==> src/rtl/systolic_tile_core.sv <==
// -----------------------------------------------------------------------------
// systolic_tile_core
//
// Parametrised N x N output-stationary systolic matrix-multiply tile.
// Each accepted input beat carries one A column vector and one B row vector.
// PE(i,j) accumulates the product of its two operands into its own result.
// Operands enter the array skewed. a[i] is delayed i cycles and b[j] is
// delayed j cycles. With that skew, every operand pair of one beat meets in
// PE(i,j) in the same cycle. After the last beat, the array is flushed for
// 2N-1 cycles. The N*N results are then drained row-major over a valid/ready
// stream.
//
// Optional feature (compile-time macro SATURATE_EN):
//   defined   - accumulators clamp to the signed AW-bit range; per-PE sticky
//               saturation bits are reported on out_sat
//   undefined - accumulators wrap modulo 2^AW; out_sat is tied low
//
// Ports:
//   clk, reset           clock, synchronous active-high reset
//   start, k_len         job start pulse (honoured in IDLE only), beat count
//   in_valid/in_ready    operand beat handshake; in_a / in_b packed vectors
//   out_valid/out_ready  result handshake; out_data = C[out_row][out_col]
//   out_last             marks element (N-1,N-1)
//   out_sat              saturation flag of the presented element
//   busy                 high whenever the core is not IDLE
//   done                 one-cycle pulse after the final result handshake
// -----------------------------------------------------------------------------
module systolic_tile_core #(
    parameter int N  = 2,
    parameter int DW = 8,
    parameter int AW = 32,
    parameter int KW = 16,
    localparam int RW = (N > 1) ? $clog2(N) : 1
) (
    input  logic            clk,
    input  logic            reset,
    input  logic            start,
    input  logic [KW-1:0]   k_len,
    input  logic            in_valid,
    output logic            in_ready,
    input  logic [N*DW-1:0] in_a,
    input  logic [N*DW-1:0] in_b,
    output logic            out_valid,
    input  logic            out_ready,
    output logic [AW-1:0]   out_data,
    output logic [RW-1:0]   out_row,
    output logic [RW-1:0]   out_col,
    output logic            out_last,
    output logic            out_sat,
    output logic            busy,
    output logic            done
);

    localparam int FW = $clog2(2 * N);

    typedef enum logic [1:0] {
        S_IDLE  = 2'd0,
        S_LOAD  = 2'd1,
        S_FLUSH = 2'd2,
        S_DRAIN = 2'd3
    } state_t;

    state_t state_r, state_nxt_s;

    logic [KW-1:0] k_len_r, beat_cnt_r;
    logic [FW-1:0] flush_cnt_r;
    logic [RW-1:0] row_r, col_r, row_nxt_s, col_nxt_s;
    logic          accept_s, clear_s, acc_en_s, adv_s, last_idx_s;
    logic          in_ready_r, out_valid_r, out_last_r, busy_r, done_r;
    logic [AW-1:0] out_data_r;

    // a_sh_r[i][d]: stage d of the input delay line for row i (tap at d = i)
    logic signed [DW-1:0] a_sh_r   [N][N];
    logic signed [DW-1:0] b_sh_r   [N][N];
    logic signed [DW-1:0] a_pipe_r [N][N];
    logic signed [DW-1:0] b_pipe_r [N][N];
    logic signed [DW-1:0] a_in_s   [N][N];
    logic signed [DW-1:0] b_in_s   [N][N];
    logic        [AW-1:0] acc_r     [N][N];
    logic        [AW-1:0] acc_nxt_s [N][N];
`ifdef SATURATE_EN
    logic                 sat_r     [N][N];
    logic                 sat_nxt_s [N][N];
    logic                 out_sat_r;
`endif

`ifdef SATURATE_EN
    // Signed add with clamping; bit AW of the result flags a clamp.
    function automatic logic [AW:0] sat_add(input logic [AW-1:0] acc, input logic [AW-1:0] inc);
        logic [AW:0] sum;
        sum = {acc[AW-1], acc} + {inc[AW-1], inc};
        if (sum[AW] != sum[AW-1]) begin
            // overflow: clamp toward the sign of the exact sum
            sat_add = {1'b1, sum[AW], {(AW-1){~sum[AW]}}};
        end else begin
            sat_add = {1'b0, sum[AW-1:0]};
        end
    endfunction
`else
    // Modulo-2^AW accumulate.
    function automatic logic [AW-1:0] wrap_add(input logic [AW-1:0] acc, input logic [AW-1:0] inc);
        wrap_add = acc + inc;
    endfunction
`endif

    // State register
    always_ff @(posedge clk) begin
        if (reset) begin
            state_r <= S_IDLE;
        end else begin
            state_r <= state_nxt_s;
        end
    end

    // Next-state and per-cycle control strobes
    always_comb begin
        state_nxt_s = state_r;
        accept_s    = 1'b0;
        clear_s     = 1'b0;
        acc_en_s    = 1'b0;
        adv_s       = 1'b0;
        case (state_r)
            S_IDLE: begin
                if (start) begin
                    clear_s     = 1'b1;
                    state_nxt_s = (k_len != {KW{1'b0}}) ? S_LOAD : S_DRAIN;
                end else begin
                    state_nxt_s = S_IDLE;
                end
            end
            S_LOAD: begin
                acc_en_s = 1'b1;
                accept_s = in_valid && in_ready_r;
                if (accept_s && (beat_cnt_r == k_len_r - KW'(1))) begin
                    state_nxt_s = S_FLUSH;
                end else begin
                    state_nxt_s = S_LOAD;
                end
            end
            S_FLUSH: begin
                acc_en_s = 1'b1;
                if (flush_cnt_r == FW'(2 * N - 2)) begin
                    state_nxt_s = S_DRAIN;
                end else begin
                    state_nxt_s = S_FLUSH;
                end
            end
            S_DRAIN: begin
                adv_s = out_ready;
                if (adv_s && last_idx_s) begin
                    state_nxt_s = S_IDLE;
                end else begin
                    state_nxt_s = S_DRAIN;
                end
            end
            default: begin
                state_nxt_s = S_IDLE;
            end
        endcase
    end

    // Row-major successor of the presented result index
    always_comb begin
        last_idx_s = (row_r == RW'(N - 1)) && (col_r == RW'(N - 1));
        if (col_r == RW'(N - 1)) begin
            col_nxt_s = {RW{1'b0}};
            row_nxt_s = row_r + RW'(1);
        end else begin
            col_nxt_s = col_r + RW'(1);
            row_nxt_s = row_r;
        end
    end

    // Beat and flush counters, latched job length
    always_ff @(posedge clk) begin
        if (reset) begin
            k_len_r     <= {KW{1'b0}};
            beat_cnt_r  <= {KW{1'b0}};
            flush_cnt_r <= {FW{1'b0}};
        end else begin
            if (clear_s) begin
                k_len_r    <= k_len;
                beat_cnt_r <= {KW{1'b0}};
            end else if (accept_s) begin
                beat_cnt_r <= beat_cnt_r + KW'(1);
            end
            if (state_r == S_FLUSH) begin
                flush_cnt_r <= flush_cnt_r + FW'(1);
            end else begin
                flush_cnt_r <= {FW{1'b0}};
            end
        end
    end

    // PE operand routing: left/top edge from the skew taps, else from the neighbour
    always_comb begin
        logic signed [2*DW-1:0] prod_v;
        logic        [AW-1:0]   inc_v;
`ifdef SATURATE_EN
        logic        [AW:0]     sum_v;
`endif
        prod_v = {(2*DW){1'b0}};
        inc_v  = {AW{1'b0}};
`ifdef SATURATE_EN
        sum_v  = {(AW+1){1'b0}};
`endif
        for (int i = 0; i < N; i++) begin
            for (int j = 0; j < N; j++) begin
                a_in_s[i][j] = (j == 0) ? a_sh_r[i][i] : a_pipe_r[i][(j > 0) ? j - 1 : 0];
                b_in_s[i][j] = (i == 0) ? b_sh_r[j][j] : b_pipe_r[(i > 0) ? i - 1 : 0][j];
                prod_v = (2*DW)'(a_in_s[i][j]) * (2*DW)'(b_in_s[i][j]);
                inc_v  = AW'(prod_v);
`ifdef SATURATE_EN
                sum_v = sat_add(acc_r[i][j], inc_v);
                if (acc_en_s) begin
                    acc_nxt_s[i][j] = sum_v[AW-1:0];
                    sat_nxt_s[i][j] = sat_r[i][j] | sum_v[AW];
                end else begin
                    acc_nxt_s[i][j] = acc_r[i][j];
                    sat_nxt_s[i][j] = sat_r[i][j];
                end
`else
                if (acc_en_s) begin
                    acc_nxt_s[i][j] = wrap_add(acc_r[i][j], inc_v);
                end else begin
                    acc_nxt_s[i][j] = acc_r[i][j];
                end
`endif
            end
        end
    end

    // Skew delay lines, operand pipes and accumulators; cleared on job start
    always_ff @(posedge clk) begin
        if (reset || clear_s) begin
            for (int i = 0; i < N; i++) begin
                for (int j = 0; j < N; j++) begin
                    a_sh_r[i][j]   <= {DW{1'b0}};
                    b_sh_r[i][j]   <= {DW{1'b0}};
                    a_pipe_r[i][j] <= {DW{1'b0}};
                    b_pipe_r[i][j] <= {DW{1'b0}};
                    acc_r[i][j]    <= {AW{1'b0}};
`ifdef SATURATE_EN
                    sat_r[i][j]    <= 1'b0;
`endif
                end
            end
        end else begin
            for (int i = 0; i < N; i++) begin
                // cycles without an accepted beat inject zeros
                a_sh_r[i][0] <= accept_s ? in_a[i*DW +: DW] : {DW{1'b0}};
                b_sh_r[i][0] <= accept_s ? in_b[i*DW +: DW] : {DW{1'b0}};
                for (int d = 1; d < N; d++) begin
                    a_sh_r[i][d] <= a_sh_r[i][d-1];
                    b_sh_r[i][d] <= b_sh_r[i][d-1];
                end
                for (int j = 0; j < N; j++) begin
                    a_pipe_r[i][j] <= a_in_s[i][j];
                    b_pipe_r[i][j] <= b_in_s[i][j];
                    acc_r[i][j]    <= acc_nxt_s[i][j];
`ifdef SATURATE_EN
                    sat_r[i][j]    <= sat_nxt_s[i][j];
`endif
                end
            end
        end
    end

    // Registered stream and status outputs; results taken from acc_nxt_s so the
    // final accumulate (same edge as DRAIN entry) is already visible
    always_ff @(posedge clk) begin
        if (reset) begin
            in_ready_r  <= 1'b0;
            busy_r      <= 1'b0;
            done_r      <= 1'b0;
            out_valid_r <= 1'b0;
            out_last_r  <= 1'b0;
            out_data_r  <= {AW{1'b0}};
            row_r       <= {RW{1'b0}};
            col_r       <= {RW{1'b0}};
`ifdef SATURATE_EN
            out_sat_r   <= 1'b0;
`endif
        end else begin
            in_ready_r <= (state_nxt_s == S_LOAD);
            busy_r     <= (state_nxt_s != S_IDLE);
            done_r     <= (state_r == S_DRAIN) && (state_nxt_s == S_IDLE);
            if ((state_r != S_DRAIN) && (state_nxt_s == S_DRAIN)) begin
                out_valid_r <= 1'b1;
                row_r       <= {RW{1'b0}};
                col_r       <= {RW{1'b0}};
                out_last_r  <= (N == 1);
                // a zero-length job enters DRAIN from IDLE while clearing
                out_data_r  <= clear_s ? {AW{1'b0}} : acc_nxt_s[0][0];
`ifdef SATURATE_EN
                out_sat_r   <= clear_s ? 1'b0 : sat_nxt_s[0][0];
`endif
            end else if (adv_s) begin
                if (last_idx_s) begin
                    out_valid_r <= 1'b0;
                    out_last_r  <= 1'b0;
                    out_data_r  <= {AW{1'b0}};
                    row_r       <= {RW{1'b0}};
                    col_r       <= {RW{1'b0}};
`ifdef SATURATE_EN
                    out_sat_r   <= 1'b0;
`endif
                end else begin
                    row_r      <= row_nxt_s;
                    col_r      <= col_nxt_s;
                    out_last_r <= (row_nxt_s == RW'(N - 1)) && (col_nxt_s == RW'(N - 1));
                    out_data_r <= acc_nxt_s[row_nxt_s][col_nxt_s];
`ifdef SATURATE_EN
                    out_sat_r  <= sat_nxt_s[row_nxt_s][col_nxt_s];
`endif
                end
            end
        end
    end

    assign in_ready  = in_ready_r;
    assign out_valid = out_valid_r;
    assign out_data  = out_data_r;
    assign out_row   = row_r;
    assign out_col   = col_r;
    assign out_last  = out_last_r;
    assign busy      = busy_r;
    assign done      = done_r;
`ifdef SATURATE_EN
    assign out_sat   = out_sat_r;
`else
    assign out_sat   = 1'b0;
`endif

endmodule

==> config.mk <==
export PLATFORM = sky130hd
export DESIGN_NAME = systolic_tile_core
export DESIGN_NICKNAME = d
export VERILOG_FILES = /design/src/rtl/systolic_tile_core.sv
export SDC_FILE = /design/constraint.sdc
export NUM_CORES = 1
export LEC_CHECK = 0
export ABC_AREA = 1
export BUFFER_PORTS_ARGS = -buffer_cell sky130_fd_sc_hd__buf_2
export CAP_MARGIN = 20
export CORE_MARGIN = 1.5
export CORE_UTILIZATION = 65
export CTS_CLUSTER_DIAMETER = 150
export CTS_CLUSTER_SIZE = 16
export DETAILED_ROUTE_END_ITERATION = 6
export MAX_ROUTING_LAYER = met4
export PLACE_DENSITY = 0.83
export SLEW_MARGIN = 20
export SYNTH_ARGS = -nofsm -noshare
export SYNTH_HDL_FRONTEND = slang
export SYNTH_SLANG_ARGS = --single-unit
export TNS_END_PERCENT = 5
==> constraint.sdc <==
create_clock -name clk -period 7.32 [get_ports clk]
set_clock_uncertainty 0.05 [all_clocks]
set_input_delay 0.732 -clock clk [delete_from_list [all_inputs] [get_ports clk]]
set_output_delay 0.732 -clock clk [all_outputs]
set_load 0.02 [all_outputs]
# Yosys cells after proc, flatten, opt, wreduce, memory -nomap -nowiden
# Memories as Yosys holds them, arrays and structs flattened.
# Cells that the tools add are included.
[classes]
n_addsub = 9
multipliers = 4
n_lt_le_gt_ge = 2
eq_ne = 8
muxes = 60
bitwise = 23
n_reduce_logical = 19
[op_table]
columns = ["op", "count"]
rows = [
  ["2-to-1 mux 32 bit", 15],
  ["2-to-1 mux 64 bit", 3],
  ["2-to-1 mux 8 bit", 20],
  ["adder 32 bit", 4],
  ["multiplier 8 x 8 -> 16 bit", 4],
  ["bitwise OR 1 bit", 20],
  ["2-to-1 mux 1 bit", 17],
  ["adder 16 x 1 -> 16 bit (second input constant)", 1],
  ["equality test 16 bit", 1],
  ["nonzero test 16 bit", 1],
  ["subtractor 16 x 1 -> 16 bit (second input constant)", 1],
  ["equality test 2 bit (second input constant)", 4],
  ["2-to-1 mux 2 bit", 4],
  ["case mux 2 bit (4 select lines)", 1],
  ["OR reduction 2 bit", 4],
  ["logical AND 1 bit", 7],
  ["nonzero test 2 bit", 3],
  ["equality test 2 x 1 -> 1 bit (second input constant)", 2],
  [">= comparator 2 bit (second input constant)", 2],
  ["zero test 2 bit", 2],
  ["inverter 1 -> 2 bit", 2],
  ["adder 1 bit (second input constant)", 2],
  ["adder 2 x 1 -> 2 bit (second input constant)", 1],
  ["inequality test 2 bit (second input constant)", 1],
  ["other kinds (3)", 3],
]
[totals]
regBits = 75
mem_bits_rw = 256
input_bits = 53
out_inout_bits = 40
wordCells = 142
n_memories = 5
[memory_table]
columns = ["name", "depth", "width", "rd", "rd_clocked_by_memory_dff", "write_ports", "line_no", "rtl"]
rows = [
  ["acc_r", 2, 64, 2, 0, 2, "79", "logic [AW-1:0] acc_r [N][N];"],
  ["a_pipe_r", 2, 16, 2, 0, 2, "75", "logic signed [DW-1:0] a_pipe_r [N][N];"],
  ["a_sh_r", 2, 16, 2, 0, 2, "73", "logic signed [DW-1:0] a_sh_r [N][N];"],
  ["b_pipe_r", 2, 16, 1, 0, 2, "76", "logic signed [DW-1:0] b_pipe_r [N][N];"],
  ["b_sh_r", 2, 16, 2, 0, 2, "74", "logic signed [DW-1:0] b_sh_r [N][N];"],
]

# Logic depth before layout (Yosys ltp)
[depth]
word_depth = 13
ltp_mapped = 43
ltp_nobuf = 42

# Least setup slack after synthesis
# Ideal clock, no wire load.
[synth_timing]
path_type = "reg2reg"
from = "memory a_sh_r[1][7] (netlist name)"
to = "register out_data_r[31], in the netlist out_data[31]"
setup_ps = 112
arrival_time_ps = 5859
t_required_ps = 7158
setup_slack_ps = 1300
stages_incl_launch_ff = 37
n_path_buf = 1
path_cell_list = "dfxtp_1 -> clkbuf_1 -> nand2_1 -> fa_1 -> inv_1 -> fa_1 -> inv_1 -> fa_1 -> inv_1 -> fa_1 -> ha_1 -> nand2_1 -> inv_1 -> a21oi_1 -> nand2_1 -> nor2_1 -> nand3_1 -> nand2_1 -> inv_1 -> ha_1 -> nand2_1 -> nor2_1 -> nand2_1 -> nor3b_1 -> nand2_1 -> nand2_1 -> inv_1 -> nand2_1 -> nand3_1 -> nand2_1 -> nand3_1 -> nand3_1 -> nand2_1 -> nand2_1 -> nor2_1 -> nor2_1 -> nor2_1"
[synth_lines]
columns = ["element", "line_no", "rtl"]
rows = [
  ["start: declaration", "73", ""],
  ["end signal: assignment", "278", "out_data_r <= {AW{1'b0}};"],
  ["end signal: assignment", "294", "out_data_r <= clear_s ? {AW{1'b0}} : acc_nxt_s[0][0];"],
  ["end signal: assignment", "302", "out_data_r <= {AW{1'b0}};"],
  ["end: declaration", "70", "logic [AW-1:0] out_data_r;"],
]

# Worst setup path in the final report
[layout_timing]
from = "memory b_pipe_r[0][7] (netlist name)"
to = "register out_data_r[21], in the netlist out_data[21]"
[layout_via]
elab_chain_cells = 13
[layout_rtl]
columns = ["element", "line_no", "rtl"]
rows = [
  ["start: declaration", "76", ""],
  ["memory (2 x 16 bit)", "-", ""],
  ["multiplier 8 x 8 -> 16 bit", "211", "prod_v = (2*DW)'(a_in_s[i][j]) * (2*DW)'(b_in_s[i][j]);"],
  ["adder 32 bit", "102", "wrap_add = acc + inc;"],
  ["2-to-1 mux 32 bit", "223", "if (acc_en_s) begin"],
  ["2-to-1 mux 64 bit (implied by the code) (3 in a row)", "312", "out_data_r <= acc_nxt_s[row_nxt_s][col_nxt_s];"],
  ["2-to-1 mux 32 bit (implied by the code) (3 in a row)", "312", ""],
  ["2-to-1 mux 32 bit", "299", "if (last_idx_s) begin"],
  ["2-to-1 mux 32 bit", "298", "end else if (adv_s) begin"],
  ["2-to-1 mux 32 bit", "288", "if ((state_r != S_DRAIN) && (state_nxt_s == S_DRAIN)) begin"],
  ["end signal: assignment", "294", ""],
  ["end signal: assignment", "302", ""],
  ["end signal: assignment", "312", ""],
]
# No other way between the ends. The select of a mux whose other input is x is not followed.
# A chain may end at the register's enable or synchronous reset.

==> out/results.tsv <==
metric	value	unit
Final Max Slew Viols	0	
Worst R2R Start	b_pipe_r[0][7]	
CTS Buf Count	21	
Seq/Total Area, Yosys	17.9	%
max-cap viol count	0	
slowest library cell on the worst path	fa_1	
DR WL/cell	16.7	µm
commonest non-fill, non-tap cells in the layout	nand2_1, inv_1, nor2_1	
Netlist cell types	45	
antenna violations before repair	4	
hold_ws	329	ps
sw frac	27.9	%
Tightest Pin Transition	996	ps
# setup viols final	0	
Clock power frac	36.9	%
routed wire length	93100	µm
Worst Path Max Fanout	8	
die height	224	µm
crit end category	register	
Final Cell Area	33000	µm²
first-pass GRT wire length	151000	µm
die area	50000	µm²
GPL Wtd Cong	1.05	
status	completed	
vias in the first global route	30100	
slowest stage delay, CP	520	ps
initial core utilization	66.1	%
syn_area_per_cell	6.35	µm²
top-level port count	93	
routed via count	31000	
later-pin clock latency in the skew report	560	ps
drt pass-1 iters	6	
drt drc	0	
gr ovfl total	0	
Cell Int Power	2170	µW
Post-DP Area	32400	µm²
Vias/cell	5.56	
DRT antenna net count	0	
Final Hold Fails	0	
worst path required time	7710	ps
Worst slew margin	32.9	%
dpl hpwl	75100	µm
initial DRC count	2517	
Reg clk slew, reported paths	80	ps
Setup crit end	out_data[21]	
Core Area	47800	µm²
FF-to-FF End	out_data[21]	
clock net sink count	283	
Startpoint Class	register	
Synth Register Bits	283	
worst r2r path cells	35	
Row Count	80	
critical path class	register to register	
PwrDens	91.0	nW/µm²
CTS tree	done	
Synth Cell Area	31600	µm²
most common cell after layout, fill and taps aside	nand2_1	
Total Power	3010	µW
peak supply drop	0.198	mV
Ys Warns	0	
RSZ-0062 raised after global routing	yes	
post-layout min period	6890	ps
Mapped Nets	5506	
Comb pwr share	10.5	%
Area growth, synth to finish	4.52	%
Port Buffers	91	
Hold WC Path Type	primary input to register	
final core occ	69.1	%
leakage power	0.0185	µW
# hold bufs at CTS	0	
Final period util	94.1	%
Data arrival, critical path	7280	ps
reg2reg setup slack	430	ps
die extent in x	224	µm
fin nets	5487	
share of layout cells above drive strength 1	4.34	%
GRT Overall Usage	38.9	%
Net Switching	839	µW
Clock Tree Root	clkbuf_16	
htree depth	1	
clk buf depth	3	
Mapped Cells	4976	
Critical path origin	b_pipe_r[0][7]	
top achievable clock speed	0.145	GHz
Seq pwr share	52.6	%
largest net degree at the start of global routing	80	
[worst max-delay path: cells and delay by family, from the launching register on]
kind                     cells  cell delay, ps
AO/OA/AOI/OAI                9            1180
buffers and inverters        5             360
adder cells (fa/ha/maj)      6            2640
XOR/XNOR                     1             240
flip-flops                   1             370
AND/OR/NAND/NOR             14            1910
[synth_stat cells, drive strengths merged]
master  number  share of area (%)
nand2     1263                 15
inv       1045                 12
nor2       539                6.5
nand3      351                5.6
dfxtp      283                 18
a21oi      274                4.3
ha         253                 10
fa         224                 14
o21ai      169                2.7
clkbuf     140                1.7
nand4       82                1.6
xnor2       57                1.6
nand3b      46                1.1
nor3        44               0.70
xor2        37                1.0
o21bai      32               0.76
buf         31               0.61
or2         25               0.49
and2        16               0.32
nor4        11               0.24
o211ai       8               0.19
a21o         7               0.17
o21a         7               0.17
o22ai        7               0.14
a21boi       6               0.14
a31oi        6               0.12
mux2i        4               0.13
clkinv       3              0.036
nor3b        2              0.047
a221oi       1              0.028
a311oi       1              0.028
conb         1              0.012
o211a        1              0.032
[final cells by class]
type	count	area, µm²
repair buffers	129	778
fillers	4337	14800
diodes	1	2.50
well taps	615	769
clock buffers	21	526
multi-input cells	3474	21300
clock inverters	2	16.3
inverters	1048	3950
flip-flops and latches	283	5670
[what timing repair did]
item,in CTS,in global routing
resized for setup,0,17
buffers inserted,0,5
setup endpoints to repair,0,14
[flip-flops by register name, summed over array words and instances, names as in the netlist]
signal,count
busy,1
k_len_r,16
beat_cnt_r,16
a_pipe_r,16
out_row,1
flush_cnt_r,2
b_sh_r,24
out_col,1
a_sh_r,24
state_r,2
b_pipe_r,16
in_ready,1
out_data,32
out_valid,1
acc_r,128
out_last,1
done,1
[per-stage QoR]
step / setup WS (ps) / std cells / setup TNS (ps)
floorplan: 1300 / 4976 / 0
global placement: 480 / 5544 / 0
detailed placement: 412 / 5544 / 0
CTS: 386 / 5567 / 0
global route: -30.9 / 5573 / -57.5
finish: 435 / 5573 / 0
[cell families (layout without fill, tap and decap cells)]
logic type,count (synthesis),after routing,share of synthesized area [%]
AOI/OAI and AO/OA,519,519,8.78
xor gates and xnor gates,94,94,2.60
adders and majority gates,477,477,24.2
buffers and inverters,1219,1200,14.7
DFF,283,283,17.9
muxes,4,4,0.127
other,1,2,0.0119
and+or+nand+nor,2379,2379,31.6
[power by group through the flow]
stage	clock network (µW)	logic [µW]	registers (µW)
floorplan	0	214	1610
global placement	0	304	1620
detailed placement	0	307	1620
CTS	1120	309	1580
global route	1180	347	1580
finish	1110	316	1580
[worst min-delay path by stage]
stage | startpoint | to | slack, ps | depth (start not counted)
after floorplan | a_sh_r[1][8] | a_sh_r[1][0] | 340 | 2
after global placement | b_sh_r[1][11] | b_sh_r[1][3] | 350 | 2
after detailed placement | a_sh_r[1][14] | a_sh_r[1][6] | 350 | 2
after CTS | in_b[4] | b_sh_r[0][12] | 320 | 3
after global routing | in_b[4] | b_sh_r[0][12] | 330 | 3
final | in_a[11] | a_sh_r[1][11] | 330 | 3
[metal layers]
metal  global-route usage (%)  vias to the layer above  share of wire, %
li1                         -                    15200                 -
met1                     48.0                    14300                41
met2                     65.6                     1144                47
met3                     4.55                      266               7.2
met4                     14.9                        0               4.3
met5                        -                        -                 0
Power figures use the tool's default switching activity.
